**src/rtl/riscv_pkg.sv**
```systemverilog
// Shared RV32I core types and constants used by the fetch stage.
package riscv_pkg;

    localparam int unsigned     XLEN     = 32;
    localparam logic [XLEN-1:0] RESET_PC = '0;
    localparam logic [31:0]     INST_NOP = 32'h0000_0013;

    typedef struct packed {
        logic [31:0]     inst;
        logic [XLEN-1:0] pc;
    } fq_entry_t;

    localparam fq_entry_t FQ_EMPTY_ENTRY = '{inst: INST_NOP, pc: '0};

endpackage

```
**src/rtl/fetch_queue.sv**
```systemverilog
// Flushable synchronous FIFO of fetched instructions with a registered head entry.
module fetch_queue
    import riscv_pkg::*;
#(
    parameter int unsigned DEPTH = 2
) (
    input  logic                     clk,
    input  logic                     rst,
    input  logic                     flush,
    input  logic                     push,
    input  fq_entry_t                push_data,
    input  logic                     pop,
    output logic                     head_valid,
    output fq_entry_t                head,
    output logic [$clog2(DEPTH):0]   count
);

    localparam int unsigned PW = $clog2(DEPTH);

    fq_entry_t       mem [DEPTH];
    logic [PW-1:0]   rd_ptr;
    logic [PW-1:0]   wr_ptr;
    logic [PW-1:0]   rd_nxt;
    logic [PW:0]     remain;
    logic [PW:0]     count_nxt;
    fq_entry_t       head_nxt;

    // The head register is loaded with whatever will be the oldest entry after this
    // edge; an entry pushed into an otherwise-empty queue bypasses storage.
    always_comb begin
        remain    = count - (PW+1)'(pop);
        count_nxt = remain + (PW+1)'(push);
        rd_nxt    = rd_ptr + PW'(pop);
        head_nxt  = FQ_EMPTY_ENTRY;
        if (remain != '0) begin
            head_nxt = mem[rd_nxt];
        end else if (push) begin
            head_nxt = push_data;
        end
    end

    always_ff @(posedge clk) begin
        if (rst || flush) begin
            rd_ptr     <= '0;
            wr_ptr     <= '0;
            count      <= '0;
            head_valid <= 1'b0;
            head       <= FQ_EMPTY_ENTRY;
        end else begin
            if (push) begin
                wr_ptr <= wr_ptr + PW'(1);
            end
            rd_ptr     <= rd_nxt;
            count      <= count_nxt;
            head_valid <= (count_nxt != '0);
            head       <= head_nxt;
        end
    end

    always_ff @(posedge clk) begin
        if (push && !flush && !rst) begin
            mem[wr_ptr] <= push_data;
        end
    end

endmodule

```
**src/rtl/fetch_unit.sv**
```systemverilog
// RV32I instruction-fetch stage: owns the PC, reads imem, queues instructions for decode.
module fetch_unit
    import riscv_pkg::*;
#(
    parameter int unsigned     XLEN     = riscv_pkg::XLEN,
    parameter logic [XLEN-1:0] RESET_PC = riscv_pkg::RESET_PC,
    parameter int unsigned     IMEM_AW  = 10,
    parameter int unsigned     FQ_DEPTH = 2
) (
    input  logic               clk,
    input  logic               rst,
    output logic               imem_en,
    output logic [IMEM_AW-1:0] imem_addr,
    input  logic [31:0]        imem_rdata,
    input  logic               redirect_valid,
    input  logic [XLEN-1:0]    redirect_pc,
    output logic               id_valid,
    input  logic               id_ready,
    output logic [31:0]        id_inst,
    output logic [XLEN-1:0]    id_pc,
    output logic [XLEN-1:0]    id_pc4
);

    localparam int unsigned     CW         = $clog2(FQ_DEPTH) + 2;
    localparam logic [XLEN-1:0] ALIGN_MASK = {{(XLEN-2){1'b1}}, 2'b00};

    logic [XLEN-1:0]           pc;
    logic [XLEN-1:0]           inflight_pc;
    logic                      inflight;
    logic                      pop;
    logic                      push;
    logic                      issue;
    logic [CW-1:0]             occupancy;
    logic [$clog2(FQ_DEPTH):0] fq_count;
    logic                      head_valid;
    fq_entry_t                 head;
    fq_entry_t                 push_data;

    assign pop = head_valid & id_ready;

    // A redirect kills the response arriving this cycle; the queue flush covers the rest.
    assign push      = inflight & !redirect_valid;
    assign push_data = '{inst: imem_rdata, pc: inflight_pc};

    // Credit check: queued + in-flight entries, less the one leaving now, must leave room.
    always_comb begin
        occupancy = CW'(fq_count) + CW'(inflight) - CW'(pop);
        issue     = !rst && !redirect_valid && (occupancy < CW'(FQ_DEPTH));
    end

    assign imem_en   = issue;
    assign imem_addr = pc[IMEM_AW+1:2];

    always_ff @(posedge clk) begin
        if (rst) begin
            pc          <= RESET_PC;
            inflight    <= 1'b0;
            inflight_pc <= '0;
        end else if (redirect_valid) begin
            pc       <= redirect_pc & ALIGN_MASK;
            inflight <= 1'b0;
        end else begin
            inflight <= issue;
            if (issue) begin
                pc          <= pc + XLEN'(4);
                inflight_pc <= pc;
            end
        end
    end

    fetch_queue #(
        .DEPTH (FQ_DEPTH)
    ) u_queue (
        .clk        (clk),
        .rst        (rst),
        .flush      (redirect_valid),
        .push       (push),
        .push_data  (push_data),
        .pop        (pop),
        .head_valid (head_valid),
        .head       (head),
        .count      (fq_count)
    );

    assign id_valid = head_valid;
    assign id_inst  = head.inst;
    assign id_pc    = head.pc;
    assign id_pc4   = head_valid ? head.pc + XLEN'(4) : '0;

endmodule

```
**config.mk**
```make
export PLATFORM = sky130hd
export DESIGN_NAME = fetch_unit
export DESIGN_NICKNAME = d
export VERILOG_FILES = /design/src/rtl/riscv_pkg.sv /design/src/rtl/fetch_queue.sv /design/src/rtl/fetch_unit.sv
export SDC_FILE = /design/constraint.sdc
export NUM_CORES = 1
export LEC_CHECK = 0
export BUFFER_PORTS_ARGS = -buffer_cell sky130_fd_sc_hd__buf_2
export CORE_AREA = 3 3 135 163
export DETAILED_ROUTE_END_ITERATION = 6
export DIE_AREA = 0 0 138 166
export PLACE_DENSITY = 0.73
export SLEW_MARGIN = 10
export SYNTH_ARGS = -nofsm -noshare
export SYNTH_HDL_FRONTEND = slang
export SYNTH_SLANG_ARGS = --single-unit
```
**constraint.sdc**
```tcl
create_clock -name clk -period 7.7 [get_ports clk]
set_input_delay 1.155 -clock clk [delete_from_list [all_inputs] [get_ports clk]]
set_output_delay 1.155 -clock clk [all_outputs]
set_load 0.01 [all_outputs]
```
## Word-level counts from Yosys, hierarchy flattened

Memories as Yosys holds them, arrays and structs flattened.
Cells that the tools add are included.

| storage, ports and cells | value |
|---|---|
| memories | 1 |
| memory bits (writable) | 128 |
| register bits | 134 |
| word-level logic and storage cells | 42 |
| bits of input ports | 68 |
| output and inout bits | 108 |

| operators by class | value |
|---|---|
| add/subtract/negate cells | 8 |
| muxes and demuxes | 7 |
| reductions and logical operators | 12 |
| $lt $le $gt $ge | 1 |
| bitwise operators | 3 |

Memory list:

| name | depth | bits a word | rd ports | clocked after memory_dff | wr ports | RTL line | text |
|---|---|---|---|---|---|---|---|
| u_queue.mem | 2 | 64 | 1 | 0 | 1 | fetch_queue.sv:20 | `fq_entry_t mem [DEPTH];` |

Operators by type and width:

| operator | number |
|---|---|
| 64-bit 2-to-1 mux | 2 |
| 32-bit 2-to-1 mux | 3 |
| 32-bit by 3-bit adder with 32-bit output (second input constant) | 2 |
| 2-bit nonzero test | 3 |
| 1-bit logical AND | 4 |
| 2-bit by 1-bit adder with 3-bit output | 1 |
| 3-bit by 2-bit < comparator with 1-bit output (second input constant) | 1 |
| 3-bit by 1-bit subtractor with 3-bit output | 1 |
| 2-bit by 1-bit adder with 2-bit output | 1 |
| 1-bit bitwise AND | 2 |
| 1-bit zero test | 2 |
| 1-bit 2-to-1 mux | 2 |
| 2-bit AND reduction | 1 |
| 2-bit OR reduction | 1 |
| 2-bit by 1-bit subtractor with 2-bit output | 1 |
| 1-bit adder | 1 |
| 1-bit adder (second input constant) | 1 |
| 1-bit logical OR | 1 |
| 1-bit NOT | 1 |

## Depth between registers and ports, before layout

Gate-level depths: netlist (run 1).

| logic depth | value |
|---|---|
| depth after elaboration | 6 |
| mapped depth | 11 |
| depth with buffers taken out | 9 |

## By module

Synthesis (run 1) repeated with hierarchy kept, for this count alone.

| unflattened totals | value |
|---|---|
| cells, all modules | 882 |
| area, all modules | 10496.3 um2 |

Modules (own cells, without submodules):

| module | cells an instance | seq. area each (um2) | times used | area an instance (um2) |
|---|---|---|---|---|
| fetch_queue | 370 | 5225.0 | 1 | 6747.7 |
| fetch_unit | 512 | 1221.2 | 1 | 3748.6 |

## Worst setup path after synthesis (run 1)

No wires, ideal clock.

| path | value |
|---|---|
| kind | input -> register |
| start | input port rst |
| end | memory u_queue.mem[1][10] (netlist bit) (enable) |
| buffers on the path | 2 |
| path slack | 993 ps |
| setup time | 571 ps |
| stages on the path | 3 |
| data required time | 7129 ps |
| arrival | 6136 ps |
| cells stage by stage | clkbuf_1 > clkbuf_1 > nor3b_1 |

| between the ends | value |
|---|---|
| longest elaborated chain between the ends | 4 |

RTL lines:

| what | RTL line | text |
|---|---|---|
| start, declared | fetch_unit.sv:11 | `input logic rst,` |
| 1-bit zero test | fetch_queue.sv:61 | `if (push && !flush && !rst) begin` |
| 1-bit logical AND | fetch_queue.sv:61 |  |
| 1-bit 2-to-1 mux | fetch_queue.sv:61 |  |
| 1-bit 2-to-1 mux (not written as such) | fetch_queue.sv:62 | `mem[wr_ptr] <= push_data;` |
| end, declared | fetch_queue.sv:20 |  |

Every way passes these cells.

## Final worst setup path (run 1)

| path | value |
|---|---|
| start | register u_queue.head_valid |
| end | output port imem_en |

| between the ends | value |
|---|---|
| longest elaborated chain between the ends | 4 |

RTL lines:

| what | RTL line | text |
|---|---|---|
| start, declared | fetch_queue.sv:13 | `output logic head_valid,` |
| start signal, assigned | fetch_queue.sv:55 | `head_valid <= (count_nxt != '0);` |
| 1-bit bitwise AND | fetch_unit.sv:39 | `assign pop = head_valid & id_ready;` |
| 3-bit by 1-bit subtractor with 3-bit output | fetch_unit.sv:47 | `occupancy = CW'(fq_count) + CW'(inflight) - CW'(pop);` |
| 3-bit by 2-bit < comparator with 1-bit output | fetch_unit.sv:48 | `issue = !rst && !redirect_valid && (occupancy < CW'(FQ_DEPTH));` |
| 1-bit logical AND | fetch_unit.sv:48 |  |
| end, declared | fetch_unit.sv:12 | `output logic imem_en,` |

Every way passes these cells.

==> flow_metrics.tcl, run 1 <==
set metrics [dict create \
    crit_top_cell "sky130_fd_sc_hd__nand2_1" \
    max_cap_viols 0 \
    setup_viol_count_final 0 \
    critical_path.top_delay_family "flip-flops" \
    timing_worst_slew_pin_value_ns 0.934 \
    grt_pass1_wl_um 37600 \
    synth_top_cell_area_share_pct 35.7 \
    yosys.area.top_type "sky130_fd_sc_hd__edfxtp_1" \
    placement.io_buffers 169 \
    reg2regPathDepth 10 \
    first_iter_violations 384 \
    layout_worst_path_cycle_share_pct 65.6 \
    antenna_violating_nets_left 0 \
    synth_top_flop_cell "sky130_fd_sc_hd__dfxtp_1" \
    fin_total_pwr_w 0.00301 \
    clkTransAtPathRegs_ns 0.06 \
    post_cts_setup_buffer_count 0 \
    rows 57 \
    worst-setup-path-type "flip-flop to output port" \
    rsz0062_at_grt "false" \
    grt_use_total_pct 19.5 \
    core-area_um2 20400 \
    cp.arrival_ns 3.90 \
    max_slew_margin_pct 37.4 \
    run_status "completed" \
    dpl.hpwl_um 15000 \
    reg2reg_from "u_queue.head_valid$_SDFF_PP0_" \
    maximum_clock_frequency_mhz 198 \
    reg2reg_slack_ns 3.53 \
    finalMaxSlewViolations 0 \
    viasPerCell 5.53 \
    postCtsResizedCells 0 \
    critPathLaunch "u_queue.head_valid$_SDFF_PP0_" \
    skew_ns 0.0133 \
    insertion_delay_ns 0.52 \
    worst_hold_startpoint "inflight_pc[21]$_SDFFE_PP0P_" \
    drt-pass1-iter-count 5 \
    cts_hold_buffers 0 \
    cts-buffers-inserted 26 \
    wire_per_inst_um 17.3 \
    clkSinkCount 252 \
    yosysWarningCount 0 \
    post_synth.cell_area_avg_um2 11.3 \
    cp.depth 8 \
    leading_cell_type_by_number_of_instances_after_synthesis "sky130_fd_sc_hd__dfxtp_1" \
    netlist_area_um2 10400 \
    final.setup.worst_slack_ns 2.65 \
    setup.worst_path.end_class "output port" \
    yosys-top-cells-count "sky130_fd_sc_hd__dfxtp_1 (128), sky130_fd_sc_hd__edfxtp_1 (124), sky130_fd_sc_hd__nand2_1 (104), sky130_fd_sc_hd__a21oi_1 (103), sky130_fd_sc_hd__a211oi_1 (70)" \
    cts_tree "done" \
    worstHoldPathType "flip-flop to flip-flop" \
    async_flop_share_pct 0 \
    worstSetupStartpointType "flip-flop" \
    diodes 0 \
    cts.htree.levels 1 \
    die_y_um 166 \
    die_extent_in_x_um 138 \
    tns_ns 0 \
    detail_route.wirelength_um 23200 \
    slowest_delay_ns 0.88 \
    syn2layout_area_growth_pct 17.8 \
    reported_leakage_power_nw 4.95 \
    worstPathBufferInverterCount 2 \
    grt_start_max_net_pins 77 \
    synth-seq-cells 252 \
    cellPowerDensity_nw_per_um2 245 \
    critical_path_peak_fanout 33 \
    hold_path_end "u_queue.mem[0][21]$_DFFE_PP_" \
    fin_nets 1130 \
    critical_path_required_ns 6.55 \
    num_vias 7410 \
    ctsRootBufferMaster "sky130_fd_sc_hd__clkbuf_16" \
    critical_path.cell_chain "nand2_1 > xnor2_1 > nand2_1 > fa_1 > xnor2_4 > nand3_2 > inv_2 > buf_2" \
    drive_above_1_share_pct 22.3 \
    place.gp.congestion 0.799 \
    yosysSeqAreaShare_pct 60.2 \
    timing.critical_path.slowest_stage_cell "sky130_fd_sc_hd__dfxtp_1" \
    pre_cts_ws_ns 3.03 \
    number_of_synthesized_flops_with_an_enable_pin 124 \
    most_area_consuming_cells_after_synthesis "sky130_fd_sc_hd__edfxtp_1 (36%), sky130_fd_sc_hd__dfxtp_1 (25%), sky130_fd_sc_hd__mux2i_1 (5.7%)" \
    grt_remaining_overflow 0 \
    floorplan.initialDensity_pct 51.2 \
    report.final.hold_viol_count 0 \
    worstReg2RegEnd "pc[22]$_SDFFE_PP0P_" \
    power.ir.vdd_worst_mv 0.167 \
    vias_in_the_first_global_route 7225 \
    synth_cells 924 \
    design.die.area_um2 22900 \
    post_detailed_route_drc_marker_count 0 \
    grt_antenna_before_repair 1 \
    finalCriticalPeriod_ns 5.05 \
    design.portCount 176 \
    worstHoldPathCells 0 \
    synth.distinct_cells 52 \
    clock_path_buffers 3 \
]
[flip-flops by register name, summed over array words and instances (netlist names)]
register            count
u_queue.count           2
u_queue.wr_ptr          1
u_queue.head           62
inflight                1
inflight_pc            30
u_queue.rd_ptr          1
pc                     30
u_queue.mem           124
u_queue.head_valid      1
[worst max path at each step]
stage,to
floorplan,u_queue.mem[1][10]$_DFFE_PP_
global placement,imem_en
detailed placement,imem_en
CTS,imem_en
global route,imem_en
finish,imem_en
[cell type report]
type	instances	area, um2
clock inverter	14	213
sequential	252	6290
clock buffer	33	718
tap	265	332
timing repair buffer	179	921
inverter	14	52.6
fill	1718	8090
multi-input combinational	584	3780
[report_power, final]
group / switching (W) / internal (W) / total (W)
sequential: 0.0000341 / 0.00144 / 0.00147
clock: 0.000506 / 0.000831 / 0.00134
combinational: 0.000128 / 0.0000756 / 0.000203
[kinds of logic (layout without fill, tap and decap cells)]
| logic type | after synthesis | after routing | synth area share [%] |
|---|---|---|---|
| other cells | 1 | 4 | 0.0359 |
| flops | 252 | 252 | 60.2 |
| simple gates | 260 | 260 | 12.8 |
| compound gates | 207 | 207 | 12.3 |
| xor+xnor | 48 | 48 | 4.21 |
| fa+ha+maj | 5 | 5 | 0.671 |
| mux | 60 | 60 | 5.76 |
| buf+inv | 91 | 240 | 4.03 |
[cells in the final DEF, fill, tap and decap left out, drive strengths merged, types with 2 or more instances in the layout]
cell / n
buf: 179
and4: 9
a211oi: 70
a21oi: 103
clkinv: 5
nor2: 19
inv: 16
nand4: 13
nor3b: 3
and2: 32
nand2: 104
xnor2: 30
a311oi: 4
o311ai: 4
nor2b: 5
mux2i: 59
clkbuf: 33
or4: 4
or3: 6
nor4: 13
nand3: 22
nor3: 19
conb: 4
ha: 4
o21ai: 7
or2: 4
bufinv: 5
clkinvlp: 2
o22ai: 4
o31a: 2
dfxtp: 128
a31oi: 6
and3: 5
edfxtp: 124
xor2: 18
[per-layer routing]
metal | part of all wire [%] | track usage (%) | vias up
met3 | 6.0 | 3.14 | 32
met5 | 0 | 0 | -
met2 | 48 | 33.6 | 233
met1 | 43 | 25.5 | 3502
met4 | 2.1 | 5.59 | 0
li1 | - | - | 3643
[metrics by stage]
stage               hold slack [ns]  std cells  instance area (um2)  util, %
floorplan                     0.448        927                10500        -
global placement              0.460       1294                11400     55.8
detailed placement            0.473       1294                11400     55.8
CTS                           0.490       1341                12300     60.3
global route                  0.509       1341                12300     60.3
finish                        0.487       1341                12300     60.3
(Power assumes the default switching activity.)
==> run 2: changes to the inputs <==
ABC_AREA = 1   (was unset)
CORE_AREA = 3 3 139 168   (was 3 3 135 163)
DIE_AREA = 0 0 142 171   (was 0 0 138 166)
PLACE_DENSITY = 0.72   (was 0.73)
clock period = 5.2 ns   (was 7.7 ns; I/O delays follow)
==> flow_metrics.tcl, run 2 <==
set metrics [dict create \
    run_status "completed" \
    critPathLaunch "u_queue.head_valid$_SDFF_PP0_" \
    diodes 0 \
    setup.worst_path.end_class "output port" \
    worstHoldPathType "flip-flop to flip-flop" \
    dominant_combinational_cell_family_by_area_after_synthesis "simple AND/OR/NAND/NOR gates" \
    post_synth.cell_area_avg_um2 9.07 \
    number_of_synthesized_flops_with_an_enable_pin 124 \
    synthMuxAreaShare_pct 0 \
    fin_nets 1440 \
    first_iter_violations 511 \
    cts-buffers-inserted 24 \
    netlist_area_um2 11100 \
    worstSetupStartpointType "flip-flop" \
    design.portCount 176 \
    setup_viol_count_final 0 \
    num_vias 8780 \
    dpl.hpwl_um 17500 \
    synth_compound_area_share_pct 12.6 \
    power.ir.vdd_worst_mv 0.219 \
    final_common_cell "sky130_fd_sc_hd__nand2_1" \
    post_cts_setup_buffer_count 0 \
    synth-adder-area-share_pct 0.630 \
    critical_path_required_ns 4.42 \
    cts.htree.levels 1 \
    ctsRootBufferMaster "sky130_fd_sc_hd__clkbuf_16" \
    clock_path_buffers 3 \
    postCtsResizedCells 0 \
    rsz0062_at_grt "false" \
    final.setup.worst_slack_ns 0.960 \
    viasPerCell 5.29 \
    drt-pass1-iter-count 5 \
    grt_pass1_wl_um 42000 \
    synth.distinct_cells 43 \
    yosysWarningCount 0 \
    async_flop_share_pct 0 \
    mostFrequentLayoutCells "sky130_fd_sc_hd__nand2_1 (250), sky130_fd_sc_hd__buf_2 (169), sky130_fd_sc_hd__nor2_1 (144)" \
    yosysSeqAreaShare_pct 56.5 \
    detail_route.wirelength_um 26700 \
    worst_hold_startpoint "u_queue.wr_ptr$_SDFFE_PP0P_" \
    fin_cells 1659 \
    finalCriticalPeriod_ns 4.24 \
    place.gp.congestion 0.874 \
    cellPowerDensity_nw_per_um2 326 \
    core-area_um2 21800 \
    critical_path_peak_fanout 31 \
    grt_antenna_before_repair 0 \
    synth_simple_gate_area_share_pct 21.9 \
    clkSinkCount 252 \
    post_detailed_route_drc_marker_count 0 \
    max_slew_margin_pct 29.9 \
    cp.arrival_ns 3.46 \
    tns_ns 0 \
    maximum_clock_frequency_mhz 236 \
    grt_start_max_net_pins 67 \
    die_y_um 171 \
    place.detailed.instances 1615 \
    pre_cts_ws_ns 1.25 \
    yosys-top-cells-count "sky130_fd_sc_hd__nand2_1 (251), sky130_fd_sc_hd__nor2_1 (145), sky130_fd_sc_hd__dfxtp_1 (128), sky130_fd_sc_hd__edfxtp_1 (124), sky130_fd_sc_hd__inv_1 (96)" \
    clkTransAtPathRegs_ns 0.06 \
    synth_cells 1227 \
    reported_leakage_power_nw 4.79 \
    vias_in_the_first_global_route 8296 \
    worstPathBufferInverterCount 6 \
    antenna_violating_nets_left 0 \
    synth_top_cell_area_share_pct 33.5 \
    report.final.hold_viol_count 0 \
    leading_cell_type_by_number_of_instances_after_synthesis "sky130_fd_sc_hd__nand2_1" \
    cts_hold_buffers 0 \
    layout_top_registers "u_queue.mem: 124 flops, u_queue.head: 62 flops" \
    skew_ns 0.00773 \
    slowest_delay_ns 0.55 \
    floorplan.initialDensity_pct 51.1 \
    die_extent_in_x_um 142 \
    largest_register_ffs 124 \
    timing_worst_slew_pin_value_ns 1.05 \
    reg2reg_from "u_queue.head_valid$_SDFF_PP0_" \
    insertion_delay_ns 0.51 \
    critical_path.top_delay_family "buffers and inverters" \
    worst-setup-path-type "flip-flop to output port" \
    synth-seq-cells 252 \
    largest_register "u_queue.mem" \
    syn2layout_area_growth_pct 15.2 \
    timing.critical_path.slowest_stage_cell "sky130_fd_sc_hd__inv_2" \
    rows 59 \
    placement.io_buffers 169 \
    fin_util_pct 58.8 \
    finalMaxSlewViolations 0 \
    layout_worst_path_cycle_share_pct 81.5 \
    drive_above_1_share_pct 22.7 \
    synth_top_flop_cell "sky130_fd_sc_hd__dfxtp_1" \
    wire_per_inst_um 16.1 \
    design.die.area_um2 24300 \
    critical_path.cell_chain "buf_4 > nand2_2 > nor2_4 > inv_2 > and2_4 > inv_1 > nand2_1 > fa_1 > inv_1 > nor2_1 > nand2_2 > inv_2 > buf_2" \
    most_area_consuming_cells_after_synthesis "sky130_fd_sc_hd__edfxtp_1 (33%), sky130_fd_sc_hd__dfxtp_1 (23%), sky130_fd_sc_hd__nand2_1 (8.5%)" \
    yosys.area.top_type "sky130_fd_sc_hd__edfxtp_1" \
    hold-worst-slack_ns 0.463 \
    grt_remaining_overflow 0 \
    cts_tree "done" \
    synth_xor_xnor_area_share_pct 1.26 \
    max_cap_viols 0 \
    grt_use_total_pct 21.3 \
]
-- run 2: cell count changes after synthesis, moves of 23 or more --
cell,delta
sky130_fd_sc_hd__nand3_1,+32
sky130_fd_sc_hd__or2_2,+59
sky130_fd_sc_hd__xnor2_1,-23
sky130_fd_sc_hd__o211ai_1,+38
sky130_fd_sc_hd__and2_1,-31
sky130_fd_sc_hd__o21ai_0,+43
sky130_fd_sc_hd__mux2i_1,-59
sky130_fd_sc_hd__nor2_1,+127
sky130_fd_sc_hd__nand2_1,+147
sky130_fd_sc_hd__inv_1,+86
sky130_fd_sc_hd__a211oi_1,-62
-- run 2: path summary, 6_finish.rpt --
path	to	slack, ns	cells after the start
hold reg to reg	u_queue.wr_ptr$_SDFFE_PP0P_	0.46	2
setup / recovery	imem_en	0.96	13
setup reg to reg	pc[14]$_SDFFE_PP0P_	1.61	17
hold / removal	u_queue.wr_ptr$_SDFFE_PP0P_	0.46	2
-- run 2: worst register-to-register path, cell delays in order, from the launching register on --
cell and delay (ns):
sky130_fd_sc_hd__dfxtp_1 0.30, sky130_fd_sc_hd__buf_4 0.23, sky130_fd_sc_hd__nand2_2 0.13, sky130_fd_sc_hd__nor2_4 0.15, sky130_fd_sc_hd__inv_2 0.05, sky130_fd_sc_hd__and2_4 0.14, sky130_fd_sc_hd__inv_1 0.07, sky130_fd_sc_hd__nand2_1 0.09
sky130_fd_sc_hd__fa_1 0.50, sky130_fd_sc_hd__inv_1 0.04, sky130_fd_sc_hd__nor2_1 0.12, sky130_fd_sc_hd__nand2_2 0.34, sky130_fd_sc_hd__nand2_1 0.73, sky130_fd_sc_hd__inv_2 0.27, sky130_fd_sc_hd__nand2_1 0.12, sky130_fd_sc_hd__nand2_1 0.05
sky130_fd_sc_hd__inv_1 0.05, sky130_fd_sc_hd__a21oi_1 0.05
-- run 2: routing by layer --
metal / up-vias / global-route usage, % / share of wire, %
li1: 4386 / - / -
met1: 4089 / 28.9 / 45
met2: 274 / 36.7 / 47
met3: 31 / 2.71 / 5.9
met4: 0 / 4.92 / 1.6
met5: - / 0 / 0
-- run 2: area by class of cell --
| class | count | area (um2) |
|---|---|---|
| Clock buffer | 37 | 732 |
| Multi-Input combinational cell | 806 | 4090 |
| Clock inverter | 7 | 38.8 |
| Timing Repair Buffer | 180 | 941 |
| Fill cell | 1945 | 8960 |
| Sequential cell | 252 | 6290 |
| Tap cell | 274 | 343 |
| Inverter | 103 | 387 |
-- run 2: per-stage QoR --
| stage | area (um2) | total power, W |
|---|---|---|
| 2_1_floorplan | 11100 | 0.00244 |
| 3_3_place_gp | 12000 | 0.00253 |
| 3_5_place_dp | 12000 | 0.00254 |
| 4_1_cts | 12800 | 0.00421 |
| 5_1_grt | 12800 | 0.00433 |
| 6_report | 12800 | 0.00417 |
-- run 2: cell families (layout without fill, tap and decap cells) --
logic type / after synthesis / after routing
compound gates: 221 / 221
xor+xnor: 16 / 16
fa+ha+maj: 5 / 5
buf+inv: 172 / 327
flops: 252 / 252
other cells: 1 / 4
simple gates: 560 / 560
-- run 2: report_power, final --
part	switching [W]	internal, W
Clock	0.000701	0.000969
Combinational	0.000197	0.000102
Sequential	0.0000564	0.00215
Total	0.000954	0.00322
==> run 3: changes to the inputs <==
PLACE_DENSITY = 0.75   (was 0.72)
clock period = 3.78 ns   (was 5.2 ns; I/O delays follow)
==> flow_metrics.tcl, run 3 (synthesized netlist as in run 2, its figures left out) <==
set metrics [dict create \
    critical_path_required_ns 3.21 \
    reported_leakage_power_nw 4.89 \
    worstHoldPathType "input port to flip-flop" \
    die_extent_in_x_um 142 \
    setup.worst_path.end_class "output port" \
    grt_pass1_wl_um 44100 \
    grt_use_total_pct 22.4 \
    worst_hold_startpoint "imem_rdata[29]" \
    placement.io_buffers 169 \
    finalCriticalPeriod_ns 3.22 \
    power.ir.vdd_worst_mv 0.319 \
    ctsRootBufferMaster "sky130_fd_sc_hd__clkbuf_16" \
    first_iter_violations 608 \
    grt_antenna_before_repair 0 \
    worst-setup-path-type "flip-flop to output port" \
    critical_path.top_delay_family "buffers and inverters" \
    wire_per_inst_um 16.6 \
    setup_viol_count_final 0 \
    violated_checks "design-rule violations" \
    maximum_clock_frequency_mhz 311 \
    layout_top_registers "u_queue.mem: 124 flops, u_queue.head: 62 flops" \
    drive_above_1_share_pct 23.5 \
    place.gp.congestion 0.915 \
    die_y_um 171 \
    reg2reg_from "u_queue.head_valid$_SDFF_PP0_" \
    timing.critical_path.slowest_stage_cell "sky130_fd_sc_hd__fa_1" \
    final_common_cell "sky130_fd_sc_hd__nand2_1" \
    post_cts_setup_buffer_count 0 \
    clock_path_buffers 3 \
    cts_tree "done" \
    reg2regPathDepth 17 \
    max_slew_margin_pct 46.5 \
    grt_remaining_overflow 0 \
    cts.htree.levels 1 \
    postCtsResizedCells 0 \
    diodes 0 \
    max_cap_viols 0 \
    worstPathBufferInverterCount 6 \
    critical_path_peak_fanout 27 \
    critPathLaunch "u_queue.head_valid$_SDFF_PP0_" \
    design.die.area_um2 24300 \
    rows 59 \
    timing_worst_slew_pin_value_ns 0.803 \
    viasPerCell 5.34 \
    drt-pass1-iter-count 7 \
    antenna_violating_nets_left 0 \
    core-area_um2 21800 \
    dpl.hpwl_um 18300 \
    grt_start_max_net_pins 67 \
    critical_path.cell_chain "nand2_2 > nor2_4 > inv_2 > and2_4 > inv_1 > nand2_1 > fa_1 > inv_1 > nor2_1 > nand2_2 > buf_4 > inv_2 > buf_2" \
    worstReg2RegEnd "pc[19]$_SDFFE_PP0P_" \
    fin_total_pwr_w 0.00606 \
    rsz0062_at_grt "false" \
    reg2reg_slack_ns 1.11 \
    cts-buffers-inserted 26 \
    vias_in_the_first_global_route 8586 \
    tns_ns 0 \
    fin_nets 1446 \
    syn2layout_area_growth_pct 16.7 \
    finalMaxSlewViolations 0 \
    largest_register_ffs 124 \
    detail_route.wirelength_um 27600 \
    run_status "complete, but fails checks" \
    report.final.hold_viol_count 0 \
    layout_worst_path_cycle_share_pct 85.1 \
    worstSetupStartpointType "flip-flop" \
    insertion_delay_ns 0.53 \
    design.portCount 176 \
    skew_ns 0.0224 \
    hold_path_end "u_queue.mem[1][61]$_DFFE_PP_" \
    clkSinkCount 252 \
    num_vias 8904 \
    mostFrequentLayoutCells "sky130_fd_sc_hd__nand2_1 (250), sky130_fd_sc_hd__buf_2 (169), sky130_fd_sc_hd__nor2_1 (144)" \
    clkTransAtPathRegs_ns 0.06 \
    largest_register "u_queue.mem" \
    slowest_delay_ns 0.48 \
    cellPowerDensity_nw_per_um2 466 \
    worstHoldPathCells 1 \
    cts_hold_buffers 0 \
    post_detailed_route_drc_marker_count 3 \
    cp.arrival_ns 2.65 \
    floorplan.initialDensity_pct 51.1 \
]
-- run 3: cell types whose count changed in the layout (fill, tap and decap cells not counted), sizes merged --
| cell | delta |
|---|---|
| bufinv | +1 |
| clkinv | -1 |
| clkbuf | +1 |
| buf | +4 |
| inv | +3 |
-- run 3: metal layers --
metal,vias to the layer above,global-route usage [%],wire (um)
met4,0,6.05,484
li1,4393,-,-
met2,310,37.7,13400
met1,4160,30.3,12100
met5,-,0,0
met3,41,3.27,1690
-- run 3: worst max-delay path by stage --
stage                                         endpoint  slack [ns]  cells past startpoint
after CTS                                      imem_en        0.55                     13
after global placement                         imem_en        0.88                     14
after floorplan           u_queue.mem[0][10]$_DFFE_PP_        0.75                      3
final                                          imem_en        0.56                     13
after global routing                        id_pc4[22]        0.35                      9
after detailed placement                       imem_en        0.80                     14
-- run 3: worst reg2reg max path, cell delays in order (launching register included) --
cell and delay [ns]:
sky130_fd_sc_hd__dfxtp_1 0.34, sky130_fd_sc_hd__nand2_2 0.09, sky130_fd_sc_hd__nor2_4 0.12, sky130_fd_sc_hd__inv_2 0.05, sky130_fd_sc_hd__and2_4 0.15, sky130_fd_sc_hd__inv_1 0.08, sky130_fd_sc_hd__nand2_1 0.07, sky130_fd_sc_hd__fa_1 0.49
sky130_fd_sc_hd__inv_1 0.04, sky130_fd_sc_hd__nor2_1 0.13, sky130_fd_sc_hd__nand2_2 0.08, sky130_fd_sc_hd__buf_4 0.24, sky130_fd_sc_hd__inv_2 0.12, sky130_fd_sc_hd__buf_12 0.25, sky130_fd_sc_hd__nand2_1 0.12, sky130_fd_sc_hd__nand2_1 0.06
sky130_fd_sc_hd__nand2_1 0.05, sky130_fd_sc_hd__a21oi_1 0.11
-- run 3: power breakdown --
part | switching (W) | internal, W | total (W) | leakage [nW]
combinational | 0.000275 | 0.000145 | 0.000420 | 2.28
sequential | 0.0000778 | 0.00295 | 0.00303 | 2.16
clock | 0.00105 | 0.00156 | 0.00261 | 0.446
total | 0.00140 | 0.00465 | 0.00606 | 4.89
-- run 3: metrics by stage --
stage               cells  area (um2)  hold WS (ns)  worst slack [ns]  util, %
floorplan            1230       11200         0.441             0.748        -
global placement     1619       12100         0.450             0.882     55.5
detailed placement   1619       12100         0.457             0.802     55.5
CTS                  1667       13000         0.216             0.551     59.6
global route         1667       13000         0.214             0.350     59.6
finish               1667       13000         0.238             0.565     59.6
-- run 3: final cells by class --
type,count,area [um2]
Inverter,103,387
Clock inverter,10,101
Timing Repair Buffer,184,983
Multi-Input combinational cell,806,4090
Fill cell,1891,8790
Clock buffer,38,803
Sequential cell,252,6290
Tap cell,274,343
